<file path="config.mk">
export PLATFORM = sky130hd
export DESIGN_NAME = save_state_writer_flat
export DESIGN_NICKNAME = d
export VERILOG_FILES = /design/src/rtl/save_state_writer_if.sv /design/src/rtl/save_state_writer.sv /design/src/flat_wrapper.sv
export SDC_FILE = /design/constraint.sdc
export NUM_CORES = 1
export LEC_CHECK = 0
export CORE_ASPECT_RATIO = 1.4
export CORE_MARGIN = 1
export CORE_UTILIZATION = 55
export CTS_BUF_LIST = sky130_fd_sc_hd__clkbuf_2 sky130_fd_sc_hd__clkbuf_4 sky130_fd_sc_hd__clkbuf_8
export DETAILED_ROUTE_END_ITERATION = 10
export PLACE_DENSITY = 0.88
export RECOVER_POWER = 50
export SYNTH_ARGS = -nofsm -noshare
export SYNTH_HDL_FRONTEND = slang
export SYNTH_SLANG_ARGS = --single-unit
</file>
<file path="constraint.sdc">
create_clock -name clk_ppu_21_47 -period 12.7 [get_ports clk_ppu_21_47]
set_clock_uncertainty 0.2 [all_clocks]
set_input_delay 3.175 -clock clk_ppu_21_47 [delete_from_list [all_inputs] [get_ports clk_ppu_21_47]]
set_output_delay 3.175 -clock clk_ppu_21_47 [all_outputs]
set_load 0.005 [all_outputs]
</file>
<file path="src/rtl/save_state_writer_if.sv">
`default_nettype none
// ============================================================================
// Module      : save_state_writer_if
// Description : APF start handshake, savestate-manager bus and PSRAM write
//               port of the save_state_writer.
// Revision    : 1.0 - initial release
// ============================================================================
interface save_state_writer_if;
    logic        savestate_start;
    logic        savestate_start_ack;
    logic        savestate_start_busy;
    logic        savestate_start_ok;
    logic        savestate_start_err;
    logic        ss_save;
    logic [63:0] ss_din;
    logic [25:0] ss_addr;
    logic        ss_rnw;
    logic        ss_req;
    logic [7:0]  ss_be;
    logic        ss_ack;
    logic        ss_busy;
    logic        mem_write_en;
    logic [20:0] mem_addr;
    logic [15:0] mem_data;
    logic        mem_write_high_byte;
    logic        mem_write_low_byte;
    logic        mem_write_done;
    logic [31:0] save_size;
    logic [31:0] save_checksum;

    modport master (
        output savestate_start, ss_din, ss_addr, ss_rnw, ss_req, ss_be, ss_busy,
               mem_write_done,
        input  savestate_start_ack, savestate_start_busy, savestate_start_ok,
               savestate_start_err, ss_save, ss_ack, mem_write_en, mem_addr,
               mem_data, mem_write_high_byte, mem_write_low_byte, save_size,
               save_checksum
    );

    modport slave (
        input  savestate_start, ss_din, ss_addr, ss_rnw, ss_req, ss_be, ss_busy,
               mem_write_done,
        output savestate_start_ack, savestate_start_busy, savestate_start_ok,
               savestate_start_err, ss_save, ss_ack, mem_write_en, mem_addr,
               mem_data, mem_write_high_byte, mem_write_low_byte, save_size,
               save_checksum
    );
endinterface
`default_nettype wire

</file>
<file path="src/rtl/save_state_writer.sv">
`default_nettype none
// ============================================================================
// Module      : save_state_writer
// Description : Save-direction savestate controller; splits 64-bit manager
//               writes into 16-bit PSRAM words. Optional SAVE_STATE_CHECKSUM_EN.
// Revision    : 1.0 - initial release
// ============================================================================
module save_state_writer #(
    parameter int SS_SAVE_PULSE_CYCLES = 4,
    parameter int TIMEOUT_CYCLES       = 2**20
) (
    input  logic                 clk_ppu_21_47,
    input  logic                 reset,
    save_state_writer_if.slave   bus
);
    localparam int TW = (TIMEOUT_CYCLES > 2) ? $clog2(TIMEOUT_CYCLES) : 1;
    localparam int PW = $clog2(SS_SAVE_PULSE_CYCLES + 2) + 1;

    typedef enum logic [3:0] {
        S_IDLE, S_ACK, S_PULSE, S_WAIT_REQ, S_WORD,
        S_WAIT_DONE, S_SEND, S_FINISH, S_ERROR
    } state_t;

    state_t         r_state;
    logic           r_prev_start, r_prev_busy;
    logic           r_start_ack, r_busy, r_ok, r_err, r_ss_save, r_ss_ack;
    logic [PW-1:0]  r_pulse_cnt;
    logic [TW-1:0]  r_to;
    logic [63:0]    r_din;
    logic [22:0]    r_addr;
    logic [7:0]     r_be;
    logic [1:0]     r_k;
    logic           r_mem_we, r_hi, r_lo;
    logic [20:0]    r_mem_addr;
    logic [15:0]    r_mem_data;
    logic [31:0]    r_save_size;
`ifdef SAVE_STATE_CHECKSUM_EN
    logic [31:0]    r_checksum;
`endif

    logic [15:0]    w_word;
    logic [1:0]     w_pair;
    logic [31:0]    w_end;

    assign w_word = r_din[{r_k, 4'b0000} +: 16];
    assign w_pair = r_be[{r_k, 1'b0} +: 2];
    // One past the last byte of the current 8-byte record
    assign w_end  = {6'd0, r_addr, 3'b000} + 32'd8;

    always_ff @(posedge clk_ppu_21_47 or posedge reset) begin
        if (reset) begin
            r_state      <= S_IDLE;
            r_prev_start <= 1'b0;
            r_prev_busy  <= 1'b0;
            r_start_ack  <= 1'b0;
            r_busy       <= 1'b0;
            r_ok         <= 1'b0;
            r_err        <= 1'b0;
            r_ss_save    <= 1'b0;
            r_ss_ack     <= 1'b0;
            r_pulse_cnt  <= '0;
            r_to         <= '0;
            r_din        <= '0;
            r_addr       <= '0;
            r_be         <= '0;
            r_k          <= '0;
            r_mem_we     <= 1'b0;
            r_hi         <= 1'b0;
            r_lo         <= 1'b0;
            r_mem_addr   <= '0;
            r_mem_data   <= '0;
            r_save_size  <= '0;
`ifdef SAVE_STATE_CHECKSUM_EN
            r_checksum   <= '0;
`endif
        end else begin
            r_prev_start <= bus.savestate_start;
            r_prev_busy  <= bus.ss_busy;
            case (r_state)
                S_IDLE: begin
                    if (bus.savestate_start && !r_prev_start) begin
                        r_state     <= S_ACK;
                        r_start_ack <= 1'b1;
                        r_ok        <= 1'b0;
                        r_err       <= 1'b0;
                        r_save_size <= '0;
                        r_busy      <= 1'b1;
                        r_ss_save   <= 1'b1;
                        r_pulse_cnt <= PW'(1);
                        r_to        <= '0;
`ifdef SAVE_STATE_CHECKSUM_EN
                        r_checksum  <= '0;
`endif
                    end
                end
                S_ACK: begin
                    r_start_ack <= 1'b0;
                    r_ss_save   <= (SS_SAVE_PULSE_CYCLES > 1);
                    r_pulse_cnt <= r_pulse_cnt + 1'b1;
                    r_state     <= S_PULSE;
                end
                S_PULSE: begin
                    // r_pulse_cnt counts ss_save-high cycles including the ACK cycle
                    if (r_pulse_cnt >= PW'(SS_SAVE_PULSE_CYCLES)) begin
                        r_ss_save <= 1'b0;
                        r_state   <= S_WAIT_REQ;
                    end else begin
                        r_pulse_cnt <= r_pulse_cnt + 1'b1;
                    end
                end
                S_WAIT_REQ: begin
                    if (bus.ss_req && bus.ss_rnw) begin
                        r_busy   <= 1'b0;
                        r_err    <= 1'b1;
                        r_mem_we <= 1'b0;
                        r_state  <= S_ERROR;
                    end else if (bus.ss_req) begin
                        r_din   <= bus.ss_din;
                        r_addr  <= bus.ss_addr[25:3];
                        r_be    <= bus.ss_be;
                        r_k     <= 2'd0;
                        r_to    <= '0;
                        r_state <= S_WORD;
                    end else if (r_prev_busy && !bus.ss_busy) begin
                        r_busy  <= 1'b0;
                        r_ok    <= 1'b1;
                        r_state <= S_FINISH;
                    end else if (r_to == TW'(TIMEOUT_CYCLES - 1)) begin
                        r_busy   <= 1'b0;
                        r_err    <= 1'b1;
                        r_mem_we <= 1'b0;
                        r_state  <= S_ERROR;
                    end else begin
                        r_to <= r_to + 1'b1;
                    end
                end
                S_WORD: begin
                    if (w_pair == 2'b00) begin
                        if (r_k == 2'd3) begin
                            r_ss_ack <= 1'b1;
                            if (w_end > r_save_size) r_save_size <= w_end;
                            r_state  <= S_SEND;
                        end else begin
                            r_k <= r_k + 1'b1;
                        end
                    end else begin
                        r_mem_addr <= {r_addr[18:0], r_k};
                        r_mem_data <= w_word;
                        r_hi       <= w_pair[1];
                        r_lo       <= w_pair[0];
                        r_mem_we   <= 1'b1;
                        r_state    <= S_WAIT_DONE;
                    end
                end
                S_WAIT_DONE: begin
                    if (bus.mem_write_done) begin
                        r_mem_we <= 1'b0;
`ifdef SAVE_STATE_CHECKSUM_EN
                        r_checksum <= r_checksum + {16'd0, r_mem_data};
`endif
                        if (r_k == 2'd3) begin
                            r_ss_ack <= 1'b1;
                            if (w_end > r_save_size) r_save_size <= w_end;
                            r_state  <= S_SEND;
                        end else begin
                            r_k     <= r_k + 1'b1;
                            r_state <= S_WORD;
                        end
                    end
                end
                S_SEND: begin
                    r_ss_ack <= 1'b0;
                    r_state  <= S_WAIT_REQ;
                end
                S_FINISH: r_state <= S_IDLE;
                S_ERROR:  r_state <= S_IDLE;
                default:  r_state <= S_IDLE;
            endcase
        end
    end

    assign bus.savestate_start_ack  = r_start_ack;
    assign bus.savestate_start_busy = r_busy;
    assign bus.savestate_start_ok   = r_ok;
    assign bus.savestate_start_err  = r_err;
    assign bus.ss_save              = r_ss_save;
    assign bus.ss_ack               = r_ss_ack;
    assign bus.mem_write_en         = r_mem_we;
    assign bus.mem_addr             = r_mem_addr;
    assign bus.mem_data             = r_mem_data;
    assign bus.mem_write_high_byte  = r_hi;
    assign bus.mem_write_low_byte   = r_lo;
    assign bus.save_size            = r_save_size;
`ifdef SAVE_STATE_CHECKSUM_EN
    assign bus.save_checksum        = r_checksum;
`else
    assign bus.save_checksum        = 32'd0;
`endif
endmodule
`default_nettype wire

</file>
<file path="src/flat_wrapper.sv">
// flat-port wrapper written by rule: the top's interface ports become plain ports
module save_state_writer_flat 
#(
    parameter int SS_SAVE_PULSE_CYCLES = 4,
    parameter int TIMEOUT_CYCLES       = 2**20
)
  (clk_ppu_21_47, reset, bus_savestate_start, bus_ss_din, bus_ss_addr, bus_ss_rnw, bus_ss_req, bus_ss_be, bus_ss_busy, bus_mem_write_done, bus_savestate_start_ack, bus_savestate_start_busy, bus_savestate_start_ok, bus_savestate_start_err, bus_ss_save, bus_ss_ack, bus_mem_write_en, bus_mem_addr, bus_mem_data, bus_mem_write_high_byte, bus_mem_write_low_byte, bus_save_size, bus_save_checksum);
  save_state_writer_if bus_i ();
  input  logic clk_ppu_21_47;
  input  logic reset;
  input wire logic [$bits(bus_i.savestate_start)-1:0] bus_savestate_start;
  input wire logic [$bits(bus_i.ss_din)-1:0] bus_ss_din;
  input wire logic [$bits(bus_i.ss_addr)-1:0] bus_ss_addr;
  input wire logic [$bits(bus_i.ss_rnw)-1:0] bus_ss_rnw;
  input wire logic [$bits(bus_i.ss_req)-1:0] bus_ss_req;
  input wire logic [$bits(bus_i.ss_be)-1:0] bus_ss_be;
  input wire logic [$bits(bus_i.ss_busy)-1:0] bus_ss_busy;
  input wire logic [$bits(bus_i.mem_write_done)-1:0] bus_mem_write_done;
  output wire logic [$bits(bus_i.savestate_start_ack)-1:0] bus_savestate_start_ack;
  output wire logic [$bits(bus_i.savestate_start_busy)-1:0] bus_savestate_start_busy;
  output wire logic [$bits(bus_i.savestate_start_ok)-1:0] bus_savestate_start_ok;
  output wire logic [$bits(bus_i.savestate_start_err)-1:0] bus_savestate_start_err;
  output wire logic [$bits(bus_i.ss_save)-1:0] bus_ss_save;
  output wire logic [$bits(bus_i.ss_ack)-1:0] bus_ss_ack;
  output wire logic [$bits(bus_i.mem_write_en)-1:0] bus_mem_write_en;
  output wire logic [$bits(bus_i.mem_addr)-1:0] bus_mem_addr;
  output wire logic [$bits(bus_i.mem_data)-1:0] bus_mem_data;
  output wire logic [$bits(bus_i.mem_write_high_byte)-1:0] bus_mem_write_high_byte;
  output wire logic [$bits(bus_i.mem_write_low_byte)-1:0] bus_mem_write_low_byte;
  output wire logic [$bits(bus_i.save_size)-1:0] bus_save_size;
  output wire logic [$bits(bus_i.save_checksum)-1:0] bus_save_checksum;
  assign bus_i.savestate_start = bus_savestate_start;
  assign bus_i.ss_din = bus_ss_din;
  assign bus_i.ss_addr = bus_ss_addr;
  assign bus_i.ss_rnw = bus_ss_rnw;
  assign bus_i.ss_req = bus_ss_req;
  assign bus_i.ss_be = bus_ss_be;
  assign bus_i.ss_busy = bus_ss_busy;
  assign bus_i.mem_write_done = bus_mem_write_done;
  assign bus_savestate_start_ack = bus_i.savestate_start_ack;
  assign bus_savestate_start_busy = bus_i.savestate_start_busy;
  assign bus_savestate_start_ok = bus_i.savestate_start_ok;
  assign bus_savestate_start_err = bus_i.savestate_start_err;
  assign bus_ss_save = bus_i.ss_save;
  assign bus_ss_ack = bus_i.ss_ack;
  assign bus_mem_write_en = bus_i.mem_write_en;
  assign bus_mem_addr = bus_i.mem_addr;
  assign bus_mem_data = bus_i.mem_data;
  assign bus_mem_write_high_byte = bus_i.mem_write_high_byte;
  assign bus_mem_write_low_byte = bus_i.mem_write_low_byte;
  assign bus_save_size = bus_i.save_size;
  assign bus_save_checksum = bus_i.save_checksum;
  save_state_writer #(.SS_SAVE_PULSE_CYCLES(SS_SAVE_PULSE_CYCLES), .TIMEOUT_CYCLES(TIMEOUT_CYCLES)) u_core (.clk_ppu_21_47(clk_ppu_21_47), .reset(reset), .bus(bus_i));
endmodule
</file>
==> results of run 1 <==
## worst max-delay path, stage by stage
cell,delay (ns)
dlygate4sd3_1,0.54
clkinvlp_2,3.12
buf_4,1.05
## final timing paths
check / from / slack [ns] / endpoint / depth (start not counted)
max in group clk_ppu_21_47: bus_ss_req / 6.90 / u_core.r_addr[6]$_DFFE_PP0P_ / 5
setup reg to reg: u_core.r_k[0]$_DFFE_PP0P_ / 7.04 / u_core.bus.save_size[22]$_DFFE_PP0P_ / 7
hold / removal: u_core.bus.mem_addr[9]$_DFFE_PP0P_ / 0.28 / u_core.bus.mem_addr[9]$_DFFE_PP0P_ / 2
setup / recovery: reset / 4.95 / u_core.bus.mem_addr[17]$_DFFE_PP0P_ / 3
min in group asynchronous: reset / 4.70 / u_core.bus.mem_data[10]$_DFFE_PP0P_ / 2
hold reg to reg: u_core.bus.mem_addr[9]$_DFFE_PP0P_ / 0.28 / u_core.bus.mem_addr[9]$_DFFE_PP0P_ / 2
## registers in the layout, summed over array words and instances, names as in the netlist, 2 cells and up
name	cells
u_core.r_addr	23
u_core.r_to	20
u_core.bus.mem_data	16
u_core.r_k	2
u_core.r_be	8
u_core.r_din	64
u_core.r_pulse_cnt	4
u_core.bus.save_size	24
u_core.bus.mem_addr	21
u_core.r_state	4
## logic make-up after synthesis
group,after synthesis
buf+inv,111
fa+ha+maj,28
simple gates,175
compound gates,90
xor+xnor,41
other cells,1
mux,149
flops,197
## power groups by stage
| stage | combinational [mW] | clock [mW] | sequential [mW] |
|---|---|---|---|
| 3_3_place_gp | 0.849 | 0 | 1.02 |
| 3_5_place_dp | 0.887 | 0 | 1.04 |
| 2_1_floorplan | 0.610 | 0 | 0.983 |
| 4_1_cts | 0.893 | 0.386 | 1.03 |
| 6_report | 0.865 | 0.379 | 1.03 |
| 5_1_grt | 0.952 | 0.410 | 1.06 |
## per-layer routing
layer | vias to the layer above | routed length [um]
met5 | - | 0
met4 | 0 | 692
met3 | 47 | 1450
met2 | 218 | 11200
met1 | 3331 | 7970
li1 | 3053 | -
## cells in the final DEF, fill, tap and decap left out, types with 4 or more instances in the layout
cell and n:
nand4_1 14, and3_1 14, nand3_1 23, inv_1 34
o21ai_0 21, a21oi_1 19, or3_1 4, nand2_1 42
nor3_1 11, conb_1 40, clkinv_4 4, mux2_2 79
ha_1 28, dlygate4sd3_1 36, mux2_1 51, xnor2_1 16
a32o_1 23, dfrtp_1 197, clkbuf_8 20, nor2_1 45
a21o_1 5, xor2_1 25, clkdlybuf4s50_1 135, mux4_2 18
and4_1 4
## final cells by class
class / instances / area [um2]
Clock inverter: 7 / 77.6
Antenna cell: 1 / 2.50
Inverter: 37 / 140
Tap cell: 236 / 295
Clock buffer: 21 / 283
Timing Repair Buffer: 176 / 1740
Multi-Input combinational cell: 523 / 4280
Sequential cell: 197 / 4930
Fill cell: 1248 / 5510
==> impl_metrics.py, run 1 <==
metrics = {
    "outcome": {
        "violations": "capacitance limit, slew limit",
        "status": "finished with violations",
    },
    "synth": {
        "yosys.area_share.simple": 0.0918,
        "synth_most_common_cell": "dfrtp_1",
        "ys_warn_count": 0,
        "yosysTopAreaCell": "dfrtp_1",
        "synth_common_cells": "dfrtp_1 (197), mux2_2 (79), mux2_1 (51), nor2_1 (45), nand2_1 (42)",
        "avgSynthCellArea_um2": 12.2,
        "ys_types": 57,
        "yosys_most_used_dff": "dfrtp_1",
        "synth_top_family_by_area": "multiplexers",
        "muxShareOfSynthArea": 0.194,
        "synth_edf_count": 0,
        "synth.area.top_cells": "dfrtp_1 (51%), mux2_2 (9.2%), mux2_1 (5.9%)",
        "synth-seq-area-share": 0.510,
        "async_flop_share": 1.00,
        "synth-adder-area-share": 0.0362,
        "synthCells": 792,
        "synth_xor_area_frac": 0.0371,
        "synth_compound_area_frac": 0.0684,
        "ys_ff_latch": 197,
        "synth_top_area_frac": 0.510,
        "syn_area_um2": 9670,
    },
    "power_and_ir_drop": {
        "clock_power_share": 0.166,
        "p_int_mw": 1.49,
        "switching_power_mw": 0.783,
        "swShare": 0.344,
        "p_per_area_nw_per_um2": 194,
        "power.total_mw": 2.28,
        "pwr-share-seq": 0.454,
        "p_leak_nw": 5.20,
        "combPwrFrac": 0.380,
        "peakVddDrop_mv": 0.131,
    },
    "final_layout": {
        "layout-drive-gt1-share": 0.145,
        "final_util": 0.681,
        "area_delta_synth_final_pct": 21.5,
        "final_nets": 1085,
        "fin_cells": 1198,
        "design_area_um2": 11700,
    },
    "sta": {
        "max_clock_freq_mhz": 129,
        "whs_ns": 0.284,
        "slew_violations": 196,
        "setup_viol": 0,
        "period_minus_slack_ns": 7.75,
        "worstMarginPinSlew_ns": 5.64,
        "finalHoldViolCount": 0,
        "tns_ns": 0,
        "period_share": 0.610,
        "rsz0062_at_grt": "false",
        "setup_ws_ns": 4.95,
        "maxSlewHeadroom": -2.78,
    },
    "clocking": {
        "cts_hold_buffers": 0,
        "cts_setup_buffers": 0,
        "clk_latency_ns": 0.47,
        "post_cts_resized": 0,
        "clk_pin_slew_ns": 0.09,
        "clock_sink_count": 197,
        "cts_tree": "done",
        "clock_path_buffers": 2,
        "ctsRootBufferMaster": "clkbuf_8",
        "cts_inserted_buffers": 17,
        "cts_max_level": 4,
    },
    "min_path": {
        "hp-class": "reg -> reg",
    },
    "flow_run": {
        "timing.max_cap.violations": 3,
    },
    "grt": {
        "antenna_found_initial": 1,
        "use_met2": 0.418,
        "grt_max_degree": 130,
        "busiest_layer": "met2",
        "grt_usage": 0.248,
        "met1_usage": 0.284,
        "met3_usage": 0.0775,
        "grt_pass1_vias": 6952,
        "grt_pass1_wl_um": 34700,
        "grt-ovfl-total": 0,
    },
    "route": {
        "num_vias": 6649,
        "wire_per_inst_um": 17.8,
        "viasPerCell": 5.55,
        "first_pass_iters": 5,
        "drcViolationCount": 0,
        "drt-initial-drc-count": 305,
        "ant_nets": 0,
        "drt_wl_total_um": 21300,
    },
    "placement": {
        "dpl.hpwl_um": 15500,
        "port_buffers": 171,
        "place_ws_ns": 6.70,
        "dp.cells": 1169,
        "gp_congestion": 0.865,
        "postPlaceCellArea_um2": 11400,
    },
    "setup_path": {
        "cp.arrival_ns": 8.04,
        "endpoint_kind": "asynchronous set/reset pin",
        "critPathKind": "in -> async",
        "crit_required_ns": 12.99,
        "crit_fanout": 129,
        "startpoint_type": "input pin",
    },
    "floorplan": {
        "ios": 215,
        "dieArea_um2": 18100,
        "rows": 57,
        "fp.dieH_um": 159,
        "core_um2": 17300,
        "chipWidth_um": 114,
        "initial_core_util": 0.560,
    },
}
(Power assumes the default switching activity.)
==> run 2: changes to the inputs <==
--- a/config.mk
+++ b/config.mk
@@ -7,10 +7,10 @@
 export LEC_CHECK = 0
 export CORE_ASPECT_RATIO = 1.4
 export CORE_MARGIN = 1
-export CORE_UTILIZATION = 55
+export CORE_UTILIZATION = 53
 export CTS_BUF_LIST = sky130_fd_sc_hd__clkbuf_2 sky130_fd_sc_hd__clkbuf_4 sky130_fd_sc_hd__clkbuf_8
 export DETAILED_ROUTE_END_ITERATION = 10
-export PLACE_DENSITY = 0.88
+export PLACE_DENSITY = 0.85
 export RECOVER_POWER = 50
 export SYNTH_ARGS = -nofsm -noshare
 export SYNTH_HDL_FRONTEND = slang
==> constraint.sdc (replaced) <==
create_clock -name clk_ppu_21_47 -period 8.07 [get_ports clk_ppu_21_47]
set_clock_uncertainty 0.2 [all_clocks]
set_input_delay 2.0175 -clock clk_ppu_21_47 [delete_from_list [all_inputs] [get_ports clk_ppu_21_47]]
set_output_delay 2.0175 -clock clk_ppu_21_47 [all_outputs]
set_load 0.005 [all_outputs]
==> impl_metrics.py, run 2 (synthesis gave the netlist of run 1 again) <==
metrics = {
    "floorplan": {
        "initial_core_util": 0.540,
        "dieArea_um2": 18800,
        "rows": 58,
        "fp.dieH_um": 162,
        "core_um2": 17900,
        "ios": 215,
        "chipWidth_um": 116,
    },
    "route": {
        "num_vias": 6624,
        "drcViolationCount": 0,
        "drt-initial-drc-count": 284,
        "wl_met3_um": 1480,
        "dr_wl_met2_um": 10600,
        "maxUsedRoutingLayer": "met4",
        "wire_per_inst_um": 17.3,
        "drt_wl_total_um": 20900,
        "viasPerCell": 5.50,
        "first_pass_iters": 4,
        "ant_nets": 0,
        "wl_met1_um": 7910,
    },
    "clocking": {
        "clock_sink_count": 197,
        "cts_max_level": 4,
        "cts_setup_buffers": 0,
        "cts_hold_buffers": 0,
        "cts_inserted_buffers": 17,
        "cts_tree": "done",
        "post_cts_resized": 0,
        "clk_latency_ns": 0.47,
        "clock_path_buffers": 2,
        "ctsRootBufferMaster": "clkbuf_8",
        "clk_pin_slew_ns": 0.10,
    },
    "power_and_ir_drop": {
        "clock_power_share": 0.185,
        "p_leak_nw": 5.20,
        "peakVddDrop_mv": 0.239,
        "p_per_area_nw_per_um2": 311,
        "combPwrFrac": 0.375,
        "switching_power_mw": 1.27,
        "swShare": 0.347,
        "pwr-share-seq": 0.440,
        "p_int_mw": 2.40,
    },
    "final_layout": {
        "area_delta_synth_final_pct": 22.2,
        "diodes": 0,
        "fillers": 1360,
        "fin_cells": 1205,
        "final_nets": 1085,
        "largest_reg_flops": 64,
        "regMostFlops": "u_core.r_din",
        "mostFrequentLayoutCell": "dfrtp_1",
        "layout-drive-gt1-share": 0.148,
        "layout_common_cells": "dfrtp_1 (197), clkdlybuf4s50_1 (157), mux2_2 (79), mux2_1 (51), nor2_1 (45)",
    },
    "setup_path": {
        "crit_start": "u_core.r_k[0]$_DFFE_PP0P_",
        "crit_required_ns": 8.22,
        "regToRegStartpoint": "u_core.r_k[0]$_DFFE_PP0P_",
        "endpoint_kind": "flip-flop",
        "startpoint_type": "flip-flop",
        "critPathKind": "reg -> reg",
        "crit_fanout": 42,
        "cp.arrival_ns": 5.80,
    },
    "grt": {
        "grt_max_degree": 137,
        "antenna_found_initial": 0,
        "grt_pass1_wl_um": 34000,
        "grt_usage": 0.239,
        "grt_pass1_vias": 6886,
        "grt-ovfl-total": 0,
    },
    "sta": {
        "slew_violations": 235,
        "rsz0062_at_grt": "false",
        "max_clock_freq_mhz": 177,
        "setup_viol": 0,
        "worstMarginPinSlew_ns": 2.89,
        "tns_ns": 0,
        "maxSlewHeadroom": -0.924,
        "finalHoldViolCount": 0,
        "period_share": 0.700,
        "period_minus_slack_ns": 5.65,
    },
    "min_path": {
        "hold_start": "u_core.bus.mem_write_low_byte$_DFFE_PP0P_",
        "hp-class": "reg -> reg",
    },
    "placement": {
        "port_buffers": 171,
        "dp.cells": 1173,
        "gp_congestion": 0.852,
        "dpl.hpwl_um": 15000,
    },
    "outcome": {
        "status": "finished with violations",
        "violations": "capacitance limit, slew limit",
    },
    "flow_run": {
        "timing.max_cap.violations": 4,
    },
}
run 2: cell type report:
class / instances / area [um2] / area share
Clock buffer: 18 / 248 / 0.0210
Clock inverter: 14 / 183 / 0.0155
Inverter: 37 / 143 / 0.0121
Multi-Input combinational cell: 523 / 4280 / 0.362
Sequential cell: 197 / 4930 / 0.417
Tap cell: 240 / 300 / 0.0254
Timing Repair Buffer: 176 / 1740 / 0.147
run 2: final timing paths:
check                                                            end  slack (ns)  depth (start not counted)
setup reg to reg                u_core.bus.save_size[24]$_DFFE_PP0P_        2.42                          7
min in group asynchronous               u_core.r_din[11]$_DFFE_PP0P_        2.75                          2
max in group asynchronous              u_core.r_addr[18]$_DFFE_PP0P_        2.98                          3
setup / recovery                u_core.bus.save_size[24]$_DFFE_PP0P_        2.42                          7
hold reg to reg            u_core.bus.mem_write_low_byte$_DFFE_PP0P_        0.29                          2
hold / removal             u_core.bus.mem_write_low_byte$_DFFE_PP0P_        0.29                          2
run 2: routing by layer:
| layer | global-route usage | vias up |
|---|---|---|
| met3 | 0.0784 | 50 |
| met1 | 0.270 | 3299 |
| li1 | - | 3064 |
| met2 | 0.399 | 211 |
| met5 | 0 | - |
| met4 | 0.120 | 0 |
run 2: worst max-delay path, stage by stage (launching register included):
cell and delay (ns):
dfrtp_1 0.41, clkbuf_1 1.14, mux4_2 0.67, o21ai_0 0.30, clkbuf_1 1.79, inv_2 0.03, a211o_1 0.64, a32o_1 0.36
run 2: power groups by stage:
stage | Sequential, mW | Clock, mW | Combinational [mW]
floorplan | 1.55 | 0 | 0.960
global placement | 1.61 | 0 | 1.34
detailed placement | 1.64 | 0 | 1.39
CTS | 1.62 | 0.690 | 1.40
global route | 1.67 | 0.725 | 1.52
finish | 1.62 | 0.679 | 1.38
run 2: stage by stage:
stage	hold slack [ns]	cell area (um2)	worst slack, ns	power [mW]	utilization
6_report	0.288	11800	2.42	3.67	0.660
5_1_grt	0.314	11800	1.98	3.92	0.660
4_1_cts	0.293	11900	3.66	3.71	0.661
3_5_place_dp	0.267	11400	3.16	3.03	0.637
3_3_place_gp	0.262	11400	3.22	2.95	0.637
2_1_floorplan	0.259	9820	0.484	2.51	-
==> run 3: changes to the inputs <==
==> constraint.sdc (replaced) <==
create_clock -name clk_ppu_21_47 -period 5.2 [get_ports clk_ppu_21_47]
set_clock_uncertainty 0.2 [all_clocks]
set_input_delay 1.3 -clock clk_ppu_21_47 [delete_from_list [all_inputs] [get_ports clk_ppu_21_47]]
set_output_delay 1.3 -clock clk_ppu_21_47 [all_outputs]
set_load 0.005 [all_outputs]
==> impl_metrics.py, run 3 (synthesis gave the netlist of run 1 again) <==
metrics = {
    "sta": {
        "period_share": 0.841,
        "worstMarginPinSlew_ns": 2.62,
        "period_minus_slack_ns": 4.37,
        "finalHoldViolCount": 0,
        "rsz0062_at_grt": "false",
        "maxSlewHeadroom": -0.749,
        "tns_ns": 0,
        "slew_violations": 221,
        "setup_viol": 0,
        "max_clock_freq_mhz": 229,
    },
    "grt": {
        "met1_usage": 0.277,
        "antenna_found_initial": 0,
        "grt_pass1_wl_um": 33900,
        "met3_usage": 0.0821,
        "grt_usage": 0.236,
        "use_met2": 0.397,
        "grt_max_degree": 198,
        "grt-ovfl-total": 0,
        "busiest_layer": "met2",
        "grt_pass1_vias": 6876,
    },
    "setup_path": {
        "path_buf_inv": 3,
        "reg2regPathDepth": 7,
        "cp.arrival_ns": 4.52,
        "endpoint_kind": "flip-flop",
        "regToRegStartpoint": "u_core.r_k[0]$_DFFE_PP0P_",
        "crit_required_ns": 5.35,
        "cp_slowest_cell": "clkbuf_1",
        "rrSetupSlack_ns": 0.83,
        "crit_chain": "clkbuf_1 -> mux4_2 -> o21ai_0 -> buf_4 -> inv_2 -> a211o_1 -> a32o_1",
        "r2r-end": "u_core.bus.save_size[12]$_DFFE_PP0P_",
        "critPathKind": "reg -> reg",
        "crit_fanout": 42,
        "crit_family": "buffers and inverters",
        "critPathMaxStageDelay_ns": 1.22,
        "startpoint_type": "flip-flop",
    },
    "final_layout": {
        "final_util": 0.659,
        "area_delta_synth_final_pct": 22.1,
        "fillers": 1347,
        "final_nets": 1087,
        "fin_cells": 1207,
        "layout-drive-gt1-share": 0.152,
        "diodes": 0,
        "layout_common_cells": "dfrtp_1 (197), clkdlybuf4s50_1 (168), mux2_2 (79), mux2_1 (51), nor2_1 (45)",
        "regMostFlops": "u_core.r_din",
        "largest_reg_flops": 64,
        "mostFrequentLayoutCell": "dfrtp_1",
    },
    "route": {
        "drt_wl_total_um": 20500,
        "first_pass_iters": 7,
        "drcViolationCount": 0,
        "wire_per_inst_um": 17.0,
        "num_vias": 6611,
        "drt-initial-drc-count": 294,
        "ant_nets": 0,
        "viasPerCell": 5.48,
    },
    "power_and_ir_drop": {
        "p_int_mw": 3.69,
        "switching_power_mw": 1.94,
        "p_per_area_nw_per_um2": 477,
        "p_leak_nw": 5.19,
        "swShare": 0.345,
        "pwr-share-seq": 0.447,
        "clock_power_share": 0.175,
        "peakVddDrop_mv": 0.363,
        "combPwrFrac": 0.378,
    },
    "clocking": {
        "clk_latency_ns": 0.47,
        "ctsRootBufferMaster": "clkbuf_8",
        "cts_tree": "done",
        "cts_inserted_buffers": 17,
        "cts_hold_buffers": 0,
        "clock_path_buffers": 2,
        "clock_sink_count": 197,
        "cts_setup_buffers": 0,
        "clk_pin_slew_ns": 0.10,
        "cts_max_level": 4,
        "post_cts_resized": 0,
    },
    "placement": {
        "dp.cells": 1175,
        "gp_congestion": 0.830,
        "port_buffers": 171,
        "dpl.hpwl_um": 14800,
    },
    "min_path": {
        "hp-class": "reg -> reg",
        "hold-path-endpoint": "u_core.r_din[39]$_DFFE_PP0P_",
        "min_path_cells": 1,
        "hold_start": "u_core.r_din[39]$_DFFE_PP0P_",
    },
    "floorplan": {
        "rows": 58,
        "initial_core_util": 0.540,
        "fp.dieH_um": 162,
        "dieArea_um2": 18800,
        "chipWidth_um": 116,
        "core_um2": 17900,
        "ios": 215,
    },
    "flow_run": {
        "timing.max_cap.violations": 2,
    },
    "outcome": {
        "status": "finished with violations",
        "violations": "capacitance limit, slew limit",
    },
}
[run 3: changes by cell type in the layout (fill, tap and decap cells not counted), moves of 2 or more]
cell / before / now
buf_4: 3 / 5
inv_6: 2 / 6
inv_8: 6 / 2
clkdlybuf4s50_1: 157 / 168
dlygate4sd3_1: 14 / 3
clkbuf_4: 0 / 3
[run 3: per-layer routing]
| metal | wire (um) | share of wire |
|---|---|---|
| met1 | 7850 | 0.38 |
| met2 | 10600 | 0.51 |
| met3 | 1610 | 0.078 |
| met4 | 513 | 0.025 |
| met5 | 0 | 0 |
[run 3: power by group through the flow]
stage / clock, mW / combinational [mW] / sequential, mW
2_1_floorplan: 0 / 1.49 / 2.40
3_3_place_gp: 0 / 2.08 / 2.51
3_5_place_dp: 0 / 2.15 / 2.55
4_1_cts: 1.01 / 2.17 / 2.52
5_1_grt: 1.08 / 2.35 / 2.60
6_report: 0.988 / 2.13 / 2.52
[run 3: worst max-delay path by stage]
stage	startpoint	to	slack, ns	cells past startpoint
final	u_core.r_k[0]$_DFFE_PP0P_	u_core.bus.save_size[12]$_DFFE_PP0P_	0.83	7
after global routing	u_core.r_k[0]$_DFFE_PP0P_	u_core.bus.save_size[12]$_DFFE_PP0P_	0.43	7
after CTS	u_core.r_addr[7]$_DFFE_PP0P_	u_core.bus.save_size[12]$_DFFE_PP0P_	0.95	14
after detailed placement	u_core.r_addr[7]$_DFFE_PP0P_	u_core.bus.save_size[12]$_DFFE_PP0P_	0.98	14
after global placement	u_core.r_addr[0]$_DFFE_PP0P_	u_core.bus.save_size[9]$_DFFE_PP0P_	1.05	14
after floorplan	reset	u_core.bus.mem_addr[0]$_DFFE_PP0P_	1.15	1
[run 3: stage by stage]
stage | cell area [um2] | power [mW] | setup WS (ns) | hold slack (ns)
6_report | 11800 | 5.64 | 0.827 | 0.295
5_1_grt | 11800 | 6.03 | 0.431 | 0.307
4_1_cts | 11800 | 5.69 | 0.946 | 0.302
3_5_place_dp | 11400 | 4.70 | 0.980 | 0.278
3_3_place_gp | 11400 | 4.59 | 1.05 | 0.264
2_1_floorplan | 9820 | 3.89 | 1.15 | 0.259
[run 3: layout make-up]
class	instances	area, um2	share of cell area
Clock buffer	20	263	0.0222
Clock inverter	12	135	0.0114
Inverter	37	143	0.0121
Multi-Input combinational cell	523	4280	0.363
Sequential cell	197	4930	0.417
Tap cell	240	300	0.0254
Timing Repair Buffer	178	1760	0.149
[run 3: worst register-to-register path, stage by stage, from the launching register on]
cell and delay, ns:
dfrtp_1 0.34, clkbuf_1 1.22, mux4_2 0.69, o21ai_0 0.28, buf_4 0.54, inv_2 0.07, a211o_1 0.57, a32o_1 0.36
